[src/rtl/pcs_pkg.sv]
// Shared constants and types for the 64b/66b PCS transmit path.
package pcs_pkg;

  localparam int PCS_DATA_WIDTH = 64;
  localparam int HDR_WIDTH      = 2;
  localparam int GEARBOX_PERIOD = 33;

  localparam logic [HDR_WIDTH-1:0] SYNC_DATA = 2'b01;
  localparam logic [HDR_WIDTH-1:0] SYNC_CTRL = 2'b10;

  // The header sits in the low bits so that blk[0] is the first bit on the line.
  typedef struct packed {
    logic [PCS_DATA_WIDTH-1:0] payload;
    logic [HDR_WIDTH-1:0]      header;
  } pcs_block_t;

  function automatic logic hdr_illegal(input logic [HDR_WIDTH-1:0] hdr);
    return (hdr != SYNC_DATA) && (hdr != SYNC_CTRL);
  endfunction

endpackage

[src/rtl/gearbox_shift.sv]
// Combinational packer: splices a 66-bit block above the 2*seq live residue
// bits and splits the result into the line word and the next residue.
module gearbox_shift
  import pcs_pkg::*;
(
  input  logic [4:0]                i_seq,
  input  pcs_block_t                i_blk,
  input  logic [PCS_DATA_WIDTH-1:0] i_rem,
  output logic [PCS_DATA_WIDTH-1:0] o_word,
  output logic [PCS_DATA_WIDTH-1:0] o_rem
);

  logic [5:0]                  w_shift;
  logic [PCS_DATA_WIDTH-1:0]   w_mask;
  logic [2*PCS_DATA_WIDTH-1:0] w_cat;

  // seq is 0..31 here, so the highest live bit is 62 + 65 = 127.
  assign w_shift = {i_seq, 1'b0};
  assign w_mask  = (64'd1 << w_shift) - 64'd1;
  assign w_cat   = ({62'd0, i_blk} << w_shift) | {64'd0, i_rem & w_mask};

  assign o_word = w_cat[PCS_DATA_WIDTH-1:0];
  assign o_rem  = w_cat[2*PCS_DATA_WIDTH-1:PCS_DATA_WIDTH];

endmodule

[src/rtl/pcs_tx_gearbox.sv]
// 66b->64b TX gearbox: 32 blocks in, 33 words out, one drain word per period.
module pcs_tx_gearbox #(
  parameter int PCS_DATA_WIDTH = 64,
  parameter int HDR_WIDTH      = 2,
  parameter int PERIOD         = 33
) (
  input  logic                      clk,
  input  logic                      rst,
  input  logic [HDR_WIDTH-1:0]      in_header,
  input  logic [PCS_DATA_WIDTH-1:0] in_data,
  input  logic                      in_valid,
  output logic                      in_ready,
  output logic [PCS_DATA_WIDTH-1:0] out_data,
  output logic                      out_valid,
  output logic                      hdr_err,
  output logic [5:0]                seq
);

  import pcs_pkg::*;

  logic [5:0]                r_seq;
  logic [PCS_DATA_WIDTH-1:0] r_rem;
  logic [PCS_DATA_WIDTH-1:0] r_out_data;
  logic                      r_out_valid;
  logic                      r_hdr_err;

  logic [5:0]                w_seq;
  logic                      w_drain;
  pcs_block_t                w_blk;
  logic [PCS_DATA_WIDTH-1:0] w_word;
  logic [PCS_DATA_WIDTH-1:0] w_rem_next;

  // Phases past the drain slot cannot occur; fold them back to 0 if they do.
  assign w_seq   = (r_seq > 6'(PERIOD - 1)) ? 6'd0 : r_seq;
  assign w_drain = (w_seq == 6'(PERIOD - 1));
  assign in_ready = !w_drain;
  assign w_blk   = '{payload: in_data, header: in_header};

  gearbox_shift u_shift (
    .i_seq  (w_seq[4:0]),
    .i_blk  (w_blk),
    .i_rem  (r_rem),
    .o_word (w_word),
    .o_rem  (w_rem_next)
  );

  // NOTE: state updates use <= so every register samples pre-edge values.
  // NOTE: the residue is cleared on reset so a stale partial word never reaches the line.
  always_ff @(posedge clk) begin
    if (!rst) begin
      r_seq       <= '0;
      r_rem       <= '0;
      r_out_data  <= '0;
      r_out_valid <= 1'b0;
      r_hdr_err   <= 1'b0;
    end else if (w_drain) begin
      r_out_data  <= r_rem;
      r_rem       <= '0;
      r_seq       <= '0;
      r_out_valid <= 1'b1;
      r_hdr_err   <= 1'b0;
    end else if (in_valid) begin
      r_out_data  <= w_word;
      r_rem       <= w_rem_next;
      r_seq       <= w_seq + 6'd1;
      r_out_valid <= 1'b1;
      r_hdr_err   <= hdr_illegal(in_header);
    end else begin
      r_seq       <= w_seq;
      r_out_valid <= 1'b0;
      r_hdr_err   <= 1'b0;
    end
  end

  assign out_data  = r_out_data;
  assign out_valid = r_out_valid;
  assign hdr_err   = r_hdr_err;
  assign seq       = r_seq;

endmodule

[config.mk]
export PLATFORM = sky130hd
export DESIGN_NAME = pcs_tx_gearbox
export DESIGN_NICKNAME = d
export VERILOG_FILES = /design/src/rtl/pcs_pkg.sv /design/src/rtl/gearbox_shift.sv /design/src/rtl/pcs_tx_gearbox.sv
export SDC_FILE = /design/constraint.sdc
export NUM_CORES = 1
export LEC_CHECK = 0
export BUFFER_PORTS_ARGS = -buffer_cell sky130_fd_sc_hd__buf_2
export CAP_MARGIN = 20
export CELL_PAD_IN_SITES_DETAIL_PLACEMENT = 1
export CELL_PAD_IN_SITES_GLOBAL_PLACEMENT = 1
export CORE_MARGIN = 3
export CORE_UTILIZATION = 49
export DETAILED_ROUTE_END_ITERATION = 10
export PLACE_DENSITY = 0.87
export SETUP_SLACK_MARGIN = 0.5
export SYNTH_ARGS = -nofsm -noshare
export SYNTH_HDL_FRONTEND = slang
export SYNTH_HIERARCHICAL = 1
export SYNTH_SLANG_ARGS = --single-unit
[constraint.sdc]
create_clock -name clk -period 9.1 [get_ports clk]
set_input_delay 0.91 -clock clk [delete_from_list [all_inputs] [get_ports clk]]
set_output_delay 0.91 -clock clk [all_outputs]
set_load 0.05 [all_outputs]
==> impl_results.md, run 1 <==
- Status: completed
- Startpoint Class: flip-flop
- LEAKAGE: between 5 and 6 nW
- Residual DRC: 0
- Routability Congestion: around 1.0
- Largest cells by area after synthesis: dfxtp_1 (23%), mux2i_1 (17%), mux4_2 (9.1%), o21ai_0 (6.4%), o211a_1 (5.7%)
- Count leader, synth: mux2i_1
- Post-DR vias/cell: 7.121
- Total Routing Usage GR: 0.4010
- Worst-path fanout max: 73
- Port bufs: between 100 and 150
- Final hold viol count: 0
- Placement Cell Area: 0.01232 mm2
- Hold Slack: 0.5130 ns
- P_int: between 0.001 and 0.0015 W
- Setup TNS: 0 ns
- Routed Antenna Nets: 0
- Post-synthesis instance total: between 1000 and 1500
- Comb pwr share: 0.350
- IO Pins: roughly 140
- Power, Total: about 0.0021 W
- Synth top area share: 0.2331
- CTS H-tree depth: 4
- Number of distinct library cells after synthesis: 67
- Drt first pass iters: 5
- Sw Share: 0.3875
- Slew Limit Fails: 0
- Routed wire length: ~53 mm
- Most frequent cells after synthesis: mux2i_1 (200), nor2_1 (164), o21ai_0 (149), dfxtp_1 (136), nand2_1 (115)
- Power Dens Cells: 165.9 mW/mm2
- Max-cap viol count: 0
- Clk pwr share: 0.348
- Slew headroom: 0.2772
- EDFF count, synth: 0
- Max Clock Freq: ~200 MHz
- Critical path endpoint category: flip-flop
- Die ar.: 0.02573 mm2
- Die Y: between 150 and 200 um
- Routed vias: between 10000 and 15000
- Post-CTS setup buffers: 0
- Avg Cell Area, Syn: around 8.6 um2
- Clock transition at path regs: around 0.07 ns
- Seq pwr share: 0.303
- CP arrival: about 5.2 ns
- FFs w/ async S/R, synth: 0
- Peak VDD IR: between 0.1 and 0.15 mV
- Layout filler cell count: approximately 2800
- TritonCTS buffer count: 17
- Clock Tree Buf Depth: 2
- Tmin final: around 5 ns
- CTS tree: yes
- Number of global-route vias before repair: roughly 12000
- Initial Util: 0.5067
- Setup-failing EPs final: 0
- P&R area growth vs syn: 10.71%
- Width of the die: roughly 160 um
- Antenna Cells: 0
- Register area share after synthesis: 0.2331
- Root Driver: clkbuf_16
- Nets: 1479
- Pin count of the biggest net entering global routing: between 70 and 80
- DP HPWL: 36.86 mm
- Post-synth top flop: dfxtp_1
- Min-delay worst type: reg2reg
- Flop and latch count out of synthesis: about 140
- Routed WL per cell: 30.56 um
- Grt ovf: 0
- Post_cts resized: 0
- Clk_lat worst skew: ~0.43 ns
- Syn nets: about 1400
- Antenna violations before repair: 1
- Standard-cell row count: 55
- Fraction of layout cells with a size suffix above 1: 0.2197
- Most area-hungry cell type in the Yosys netlist: dfxtp_1
- Clock Sink Count: 136
- Crit share post-route: 0.5344
- YS warnings: 6
- 1st-iter DRT viols: ~1600
- Post-CTS Hold Fix Bufs: 0
- CORE AREA: 0.02305 mm2
- Design area: 0.01293 mm2
- Worst Tran Pin Value: 1.080 ns
- RSZ-0062 raised after global routing: no
- P_sw: ~0.00083 W
- First-pass GRT wire length: 79.38 mm
- Req. time, crit path: around 9.5 ns
- Clock Skew: 0.01151 ns
- Post-synth design cell area: between 0.01 and 0.015 mm2
- Critical path type: reg2reg
[cells by family after synthesis]
family / after synthesis / share of synthesized area
flip-flops: 136 / 0.2331
multiplexers: 306 / 0.3292
buffers and inverters: 150 / 0.05923
adder cells (fa/ha/maj): 3 / 0.003214
AO/OA/AOI/OAI: 400 / 0.2364
XOR/XNOR: 8 / 0.005999
AND/OR/NAND/NOR: 361 / 0.1329
[cells in the final DEF (no fill, tap or decap), drive strengths merged, types with 9 or more instances in the layout]
master	Yosys	final
a22o	12	12
clkbuf	74	19
nor2b	14	14
o211ai	15	15
mux4	55	55
buf	63	161
a22oi	14	14
inv	10	13
nand3	14	14
nor3	9	9
o22ai	14	14
o221ai	11	11
a21oi	49	49
mux2i	200	200
a221oi	11	11
o211a	67	67
mux2	51	51
o21ai	151	151
nand2	115	115
nor2	165	165
dfxtp	136	136
[metrics by stage]
| stage | std cells | setup WS, ns | utilization |
|---|---|---|---|
| floorplan | 1364 | 5.622 | - |
| global placement | 1701 | 4.626 | 0.5345 |
| detailed placement | 1701 | 4.507 | 0.5345 |
| CTS | 1733 | 4.445 | 0.5610 |
| global route | 1733 | 4.074 | 0.5610 |
| finish | 1733 | 4.237 | 0.5610 |
[sequential cells by signal (all words and copies together), names as in the netlist]
signal	flops
seq	6
out_valid	1
out_data	64
hdr_err	1
r_rem	64
[layer usage]
layer  GRT usage  vias to the layer above  wire, um
met3     0.09827                      224      5094
met5           0                        -        11
met4      0.2671                        2      4396
met2      0.6399                      803     23950
li1            -                     5204         -
met1      0.4793                     6108     19510
[final cells by class]
cell class                 instances  area (um2)  area share
sequential                       136        2723      0.2105
tap                              313       391.6     0.03028
clock inverter                    13       167.7     0.01296
timing repair buffer             161       862.1     0.06666
clock buffer                      19       442.9     0.03425
inverter                          13       51.30    0.003967
multi-input combinational       1078        8294      0.6414
[critical path, stage by stage, from the launching register on]
cell and delay [ns]:
dfxtp_1 0.59, nor2b_4 0.06, buf_4 0.35, or2_2 0.52
nor2_1 0.73, nand2_1 0.33, ha_1 0.30, buf_4 0.26
or2_2 0.39, o21ai_0 0.17, a22oi_1 0.10, o21ai_0 0.34
o2bb2ai_1 0.20, mux2i_1 0.11, o21ai_0 0.11, o211a_1 0.16
[power groups by stage]
stage	sequential [W]	combinational (W)	clock, W
after floorplan	0.000752	0.000401	0
after global placement	0.000660	0.000707	0
after detailed placement	0.000661	0.000721	0
after CTS	0.000648	0.000725	0.000747
after global routing	0.000652	0.000778	0.000778
final	0.000649	0.000751	0.000746
[worst paths after layout]
kind,from,endpoint,slack (ns),cells after the start
worst min-delay path,r_rem[62],out_data[62],0.51,1
worst max-delay path,seq[5],out_data[20],4.24,15
worst max register to register,seq[5],out_data[20],4.24,15
worst min register to register,r_rem[62],out_data[62],0.51,1
(Power assumes the default switching activity.)
==> inputs of run 2 (changes only) <==
ABC_AREA = 1   (was default)
CORE_UTILIZATION = 40   (was 49)
PLACE_DENSITY = 0.8   (was 0.87)
clock period = 4.9 ns   (was 9.1 ns; I/O delays follow)
==> run 2 against run 1 <==
Sequential power grew 83%; critical path type unchanged; largest cell class unchanged; synthesized area grew 3.5%; core utilization shrank 11 points; count of clock-buffer cells in the layout is the same; largest power group is now the clock network; register-to-register slack lost 3.3 ns; critical endpoint is now out_data[37]; highest routed layer unchanged; power grew 70%.
==> impl_results.md, run 2 <==
- Max Clock Freq: 253.8 MHz (was 205.6 MHz)
- Post-CTS setup buffers: 0 (unchanged)
- Register area share after synthesis: 0.2252 (was 0.2331)
- Drt first pass iters: 5 (unchanged)
- R2r setup slk: 0.96 ns (was 4.24 ns)
- Placement Cell Area: 0.01270 mm2 (was 0.01232 mm2)
- Worst-path fanout max: 81 (was 73)
- Worst setup startpoint: seq[5] (unchanged)
- Routed vias: 15266 (was 12341)
- Routed wire length: 57.37 mm (was 52.96 mm)
- Req. time, crit path: 5.22 ns (was 9.47 ns)
- Syn nets: 2294 (was 1436)
- Post-synth top flop: dfxtp_1 (unchanged)
- Slew headroom: 0.4146 (was 0.2772)
- Number of distinct library cells after synthesis: 44 (was 67)
- Comb pwr share: 0.328 (was 0.350)
- Synth top area share: 0.2264 (was 0.2331)
- 1st-iter DRT viols: 1393 (was 1558)
- Routed Antenna Nets: 0 (unchanged)
- Worst R2R End: out_data[37] (was out_data[20])
- Reg2Reg Depth: 21 (was 15)
- Final WS setup: 0.9592 ns (was 4.237 ns)
- CTS tree: yes (unchanged)
- Avg Cell Area, Syn: 5.441 um2 (was 8.564 um2)
- Flop and latch count out of synthesis: 136 (unchanged)
- Standard-cell row count: 63 (was 55)
- Peak VDD IR: 0.2519 mV (was 0.1198 mV)
- Setup-failing EPs final: 0 (unchanged)
- Total Routing Usage GR: 0.3462 (was 0.4010)
- Antenna violations before repair: 2 (was 1)
- Most area-hungry cell type in the Yosys netlist: nand2_1 (was dfxtp_1)
- Seq pwr share: 0.324 (was 0.303)
- Post-synth design cell area: 0.01209 mm2 (was 0.01168 mm2)
- Number of global-route vias before repair: 15303 (was 12409)
- LEAKAGE: 6.524 nW (was 5.670 nW)
- Tmin final: 3.941 ns (was 4.863 ns)
- Max-cap viol count: 0 (unchanged)
- Nets: 2320 (was 1479)
- P_sw: 0.001489 W (was 0.0008312 W)
- Slew Limit Fails: 0 (unchanged)
- Clk_lat worst skew: 0.44 ns (was 0.43 ns)
- Pin count of the biggest net entering global routing: 112 (was 76)
- Hold path startpoint: in_header[1] (was r_rem[62])
- Critical path endpoint category: flip-flop (unchanged)
- Clk pwr share: 0.348 (about the same)
- Grt ovf: 0 (unchanged)
- Post-synthesis instance total: 2222 (was 1364)
- Fraction of layout cells with a size suffix above 1: 0.1123 (was 0.2197)
- Count leader, synth: nand2_1 (was mux2i_1)
- Residual DRC: 0 (unchanged)
- P&R area growth vs syn: 9.646% (was 10.71%)
- Antenna Cells: 0 (unchanged)
- CP arrival: 4.26 ns (was 5.23 ns)
- Worst slack at placement: 1.075 ns (was 4.507 ns)
- First-pass GRT wire length: 88.61 mm (was 79.38 mm)
- IO Pins: 142 (unchanged)
- EDFF count, synth: 0 (unchanged)
- Width of the die: 179.8 um (was 160.4 um)
- Die Y: 179.8 um (was 160.4 um)
- RSZ-0062 raised after global routing: no (unchanged)
- CTS H-tree depth: 4 (unchanged)
- FFs w/ async S/R, synth: 0 (unchanged)
- Post-CTS Hold Fix Bufs: 0 (unchanged)
- Post-DR vias/cell: 5.759 (was 7.121)
- Die ar.: 0.03234 mm2 (was 0.02573 mm2)
- Clock Sink Count: 136 (unchanged)
- Root Driver: clkbuf_16 (unchanged)
- Clock transition at path regs: 0.07 ns (about the same)
- TritonCTS buffer count: 17 (unchanged)
- Final hold viol count: 0 (unchanged)
- Routability Congestion: 0.9398 (was 1.049)
- Min-delay worst type: in2reg (was reg2reg)
- CORE AREA: 0.02972 mm2 (was 0.02305 mm2)
- Routed WL per cell: 21.64 um (was 30.56 um)
- DP HPWL: 41.69 mm (was 36.86 mm)
- Post_cts resized: 0 (unchanged)
- Sw Share: 0.4076 (was 0.3875)
- Startpoint Class: flip-flop (unchanged)
- Design area: 0.01326 mm2 (was 0.01293 mm2)
- Status: completed (unchanged)
- Clock Tree Buf Depth: 2 (unchanged)
- Largest cells by area after synthesis: nand2_1 (23%), dfxtp_1 (23%), nand3_1 (14%), nor2_1 (8.6%), inv_1 (5.8%) (was dfxtp_1 (23%), mux2i_1 (17%), mux4_2 (9.1%), o21ai_0 (6.4%), o211a_1 (5.7%))
- Power Dens Cells: 275.6 mW/mm2 (was 165.9 mW/mm2)
- Power, Total: 0.003654 W (was 0.002145 W)
- Most frequent cells in the layout: nand2_1 (728), nand3_1 (341), nor2_1 (275) (was mux2i_1 (200), nor2_1 (164), o21ai_0 (149))
- Initial Util: 0.4068 (was 0.5067)
- Most common cell after layout, fill and taps aside: nand2_1 (was mux2i_1)
- RR Startpoint: seq[5] (unchanged)
- P_int: 0.002165 W (was 0.001314 W)
- Most frequent cells after synthesis: nand2_1 (729), nand3_1 (341), nor2_1 (277), inv_1 (186), dfxtp_1 (136) (was mux2i_1 (200), nor2_1 (164), o21ai_0 (149), dfxtp_1 (136), nand2_1 (115))
- Worst Tran Pin Value: 0.8781 ns (was 1.080 ns)
- YS warnings: 6 (unchanged)
- Clock Skew: 0.01679 ns (was 0.01151 ns)
- Port bufs: 141 (unchanged)
- Critical path type: reg2reg (unchanged)
- Critical Path End: out_data[37] (was out_data[20])
- Setup TNS: 0 ns (unchanged)
- Crit share post-route: 0.8042 (was 0.5344)
run 2: cell types whose count changed in the layout (fill, tap and decap cells not counted), sizes merged, moves of 13 or more:
cell / delta
inv: +186
mux4: -55
nor2: +126
or2: +37
a21oi: +18
nand2: +620
mux2: -51
a22oi: -13
nand3: +328
o211a: -67
nand4: +28
mux2i: -194
nor2b: -14
run 2: layout make-up:
cell class / count / area [um2]
fill: 4341 / 16460
multi-input combinational: 1732 / 7811
sequential: 136 / 2723
timing repair buffer: 165 / 938.4
inverter: 196 / 740.7
tap: 390 / 488.0
clock buffer: 19 / 432.9
clock inverter: 13 / 121.4
run 2: layer usage:
metal	part of all wire	track usage
met4	0.052	0.1578
met2	0.47	0.5889
met1	0.41	0.4303
met3	0.065	0.05565
met5	0.00030	0
run 2: logic make-up after synthesis:
logic type / after synthesis / synth area share
AND/OR/NAND/NOR: 1463 / 0.5162
buffers and inverters: 354 / 0.1305
flip-flops: 136 / 0.2252
multiplexers: 6 / 0.004968
AO/OA/AOI/OAI: 257 / 0.1178
XOR/XNOR: 3 / 0.002174
adder cells (fa/ha/maj): 3 / 0.003105
run 2: how the worst min path moves through the flow:
stage	endpoint	slack, ns	cells past startpoint
after global placement	r_rem[62]	0.45	2
after detailed placement	r_rem[62]	0.46	2
after CTS	hdr_err	0.34	2
after global routing	hdr_err	0.36	2
final	hdr_err	0.37	2
after floorplan	r_rem[62]	0.44	2
run 2: critical path, cell delays in order (launching register included):
cell and delay, ns:
dfxtp_1 0.38, inv_1 0.15, nand2_1 0.15, inv_2 0.12
buf_4 0.57, nand3_1 0.37, nor2_1 0.48, nand2_1 0.28
nand2_1 0.18, inv_1 0.11, nand3_1 0.09, nor2_2 0.10
nand2_1 0.10, inv_2 0.07, nand2_1 0.06, nand3_1 0.08
nand2_1 0.08, inv_1 0.05, nand2_1 0.07, nand2_1 0.12
nor2_1 0.13, nor2_1 0.04
run 2: metrics by stage:
step,utilization,std cells,hold WS [ns]
5_1_grt,0.4460,2651,0.3572
6_report,0.4460,2651,0.3667
3_5_place_dp,0.4274,2619,0.4586
2_1_floorplan,-,2222,0.4415
3_3_place_gp,0.4267,2618,0.4492
4_1_cts,0.4460,2651,0.3356
run 2: power by group through the flow:
stage               Clock [W]  Combinational [W]  Sequential (W)
finish                0.00127            0.00120         0.00119
global route          0.00133            0.00130         0.00119
CTS                   0.00129            0.00118         0.00119
detailed placement          0            0.00117         0.00121
global placement            0            0.00115         0.00121
floorplan                   0           0.000651         0.00136
==> inputs of run 3 (changes only) <==
CORE_UTILIZATION = 36   (was 40)
PLACE_DENSITY = 0.76   (was 0.8)
clock period = 3.2 ns   (was 4.9 ns; I/O delays follow)
==> run 3 against run 2 <==
Clock power grew 54%; setup slack worse by 0.47 ns; die area increased by 11%; via count grew 3.0%; register-to-register slack got worse by 0.47 ns; fmax is 45% higher; sequential share of layout area shrank 2.1 points.
==> impl_results.md, run 3 (synthesis results as in run 2) <==
- P&R area growth vs syn: 23.42% (was 9.646%)
- Total Routing Usage GR: 0.3248 (was 0.3462)
- Root Driver: clkbuf_16 (unchanged)
- Clock transition at path regs: 0.06 ns (was 0.07 ns)
- Critical path endpoint category: flip-flop (unchanged)
- Drt first pass iters: 5 (unchanged)
- Final WS setup: 0.4875 ns (was 0.9592 ns)
- CORE AREA: 0.03278 mm2 (was 0.02972 mm2)
- Width of the die: 189.3 um (was 179.8 um)
- CTS tree: yes (unchanged)
- Die Y: 189.3 um (was 179.8 um)
- TritonCTS buffer count: 17 (unchanged)
- Routed WL per cell: 22.64 um (was 21.64 um)
- Layout filler cell count: 4617 (was 4341)
- Port bufs: 141 (unchanged)
- Routability Congestion: 0.9996 (was 0.9398)
- Clk_lat worst skew: 0.46 ns (was 0.44 ns)
- Final hold viol count: 0 (unchanged)
- Clock Tree Buf Depth: 2 (unchanged)
- Multi-input gate area in the final layout: 0.008371 mm2 (was 0.007811 mm2)
- Routed Antenna Nets: 0 (unchanged)
- Die ar.: 0.03582 mm2 (was 0.03234 mm2)
- Number of global-route vias before repair: 15039 (was 15303)
- Crit share post-route: 0.8476 (was 0.8042)
- Critical path type: reg2reg (unchanged)
- LEAKAGE: 7.210 nW (was 6.524 nW)
- Req. time, crit path: 3.59 ns (was 5.22 ns)
- Hold Slack: 0.1703 ns (was 0.3667 ns)
- Antenna violations before repair: 2 (unchanged)
- Residual DRC: 0 (unchanged)
- Post-DR vias/cell: 5.656 (was 5.759)
- Most frequent cells in the layout: nand2_1 (686), nand3_1 (311), nor2_1 (255) (was nand2_1 (728), nand3_1 (341), nor2_1 (275))
- Grt ovf: 0 (unchanged)
- Worst slack at placement: 0.2335 ns (was 1.075 ns)
- Slew Limit Fails: 0 (unchanged)
- Min-delay worst type: in2reg (unchanged)
- Placement Cell Area: 0.01313 mm2 (was 0.01270 mm2)
- Worst Tran Pin Value: 0.8661 ns (was 0.8781 ns)
- Standard-cell row count: 66 (was 63)
- CTS H-tree depth: 4 (unchanged)
- Power Dens Cells: 395.5 mW/mm2 (was 275.6 mW/mm2)
- Startpoint Class: flip-flop (unchanged)
- Fraction of layout cells with a size suffix above 1: 0.1951 (was 0.1123)
- Tmin final: 2.712 ns (was 3.941 ns)
- 1st-iter DRT viols: 1597 (was 1393)
- CP arrival: 3.10 ns (was 4.26 ns)
- IO Pins: 142 (unchanged)
- Register Area: 0.002745 mm2 (was 0.002723 mm2)
- Worst-path fanout max: 11 (was 81)
- Max Clock Freq: 368.7 MHz (was 253.8 MHz)
- Clock Sink Count: 136 (unchanged)
- Max-cap viol count: 0 (unchanged)
- Nets: 2397 (was 2320)
- Design area: 0.01492 mm2 (was 0.01326 mm2)
- Setup TNS: 0 ns (unchanged)
- Status: completed (unchanged)
- Most common cell after layout, fill and taps aside: nand2_1 (unchanged)
- Routed wire length: 62.94 mm (was 57.37 mm)
- Routed vias: 15724 (was 15266)
- RSZ-0062 raised after global routing: yes (was no)
- Slew headroom: 0.4226 (was 0.4146)
- Setup-failing EPs final: 0 (unchanged)
- Pin count of the biggest net entering global routing: 134 (was 112)
- First-pass GRT wire length: 89.27 mm (was 88.61 mm)
- Peak VDD IR: 0.3916 mV (was 0.2519 mV)
- DP HPWL: 43.76 mm (was 41.69 mm)
- Post-CTS Hold Fix Bufs: 0 (unchanged)
- Clock Skew: 0.01444 ns (was 0.01679 ns)
- Initial Util: 0.3688 (was 0.4068)
-- run 3: changes by cell type in the layout (fill, tap and decap cells not counted), sizes merged --
| cell | change |
|---|---|
| clkinv | -1 |
| inv | -4 |
| clkbuf | +15 |
| diode | +1 |
| buf | +66 |
-- run 3: critical path: stages (launching register included) --
cell	delay (ns)
dfxtp_4	0.36
nor2_4	0.11
nand2_2	0.06
nor2_4	0.16
o21ai_4	0.10
clkinv_4	0.12
inv_4	0.07
buf_6	0.15
nand4_1	0.17
nand2_1	0.10
inv_1	0.11
nand3_1	0.12
nor2_4	0.15
nand2_2	0.10
inv_2	0.11
nand3_1	0.08
nand2_1	0.09
nand2_1	0.05
inv_1	0.09
nand2_1	0.07
nand2_1	0.11
nor2_1	0.05
nor2_1	0.11
-- run 3: power by group --
group	switching (W)	leakage, nW	internal (W)
clock network	0.000798	0.281	0.00116
registers	0.0000437	1.11	0.00177
logic	0.00150	5.82	0.000631
total	0.00235	7.21	0.00356
-- run 3: cell type report --
type | count | area share
Clock buffer | 23 | 0.03338
Clock inverter | 8 | 0.004696
Antenna cell | 1 | 0.0001677
Inverter | 196 | 0.05166
Sequential cell | 136 | 0.1840
Timing Repair Buffer | 242 | 0.1280
Tap cell | 442 | 0.03706
Multi-Input combinational cell | 1732 | 0.5610
-- run 3: stage by stage --
| step | util | cells | total power, W |
|---|---|---|---|
| floorplan | - | 2222 | 0.003085 |
| detailed placement | 0.4004 | 2697 | 0.003719 |
| global placement | 0.3998 | 2696 | 0.003687 |
| global route | 0.4551 | 2780 | 0.006174 |
| CTS | 0.4253 | 2742 | 0.005726 |
| finish | 0.4551 | 2780 | 0.005900 |
-- run 3: routing by layer --
metal | global-route usage | up-vias | part of all wire
met3 | 0.05055 | 142 | 0.069
met5 | 0 | - | 0.00021
met2 | 0.5521 | 619 | 0.47
met1 | 0.4073 | 7640 | 0.41
met4 | 0.1422 | 2 | 0.051
li1 | - | 7321 | -
-- run 3: repair_timing --
item | in CTS | in global routing
gates cloned | 1 | 11
pin swaps | 10 | 53
setup buffers | 13 | 26
setup endpoints to repair | 66 | 73
gates resized for setup | 39 | 159
-- run 3: final timing paths --
| check | start | endpoint | slack (ns) | depth (start not counted) |
|---|---|---|---|---|
| worst max-delay path | seq[1] | out_data[38] | 0.49 | 22 |
| worst min-delay path | in_header[1] | hdr_err | 0.17 | 2 |
| worst max register to register | seq[1] | out_data[38] | 0.49 | 22 |
| worst min register to register | r_rem[57] | r_rem[57] | 0.48 | 2 |
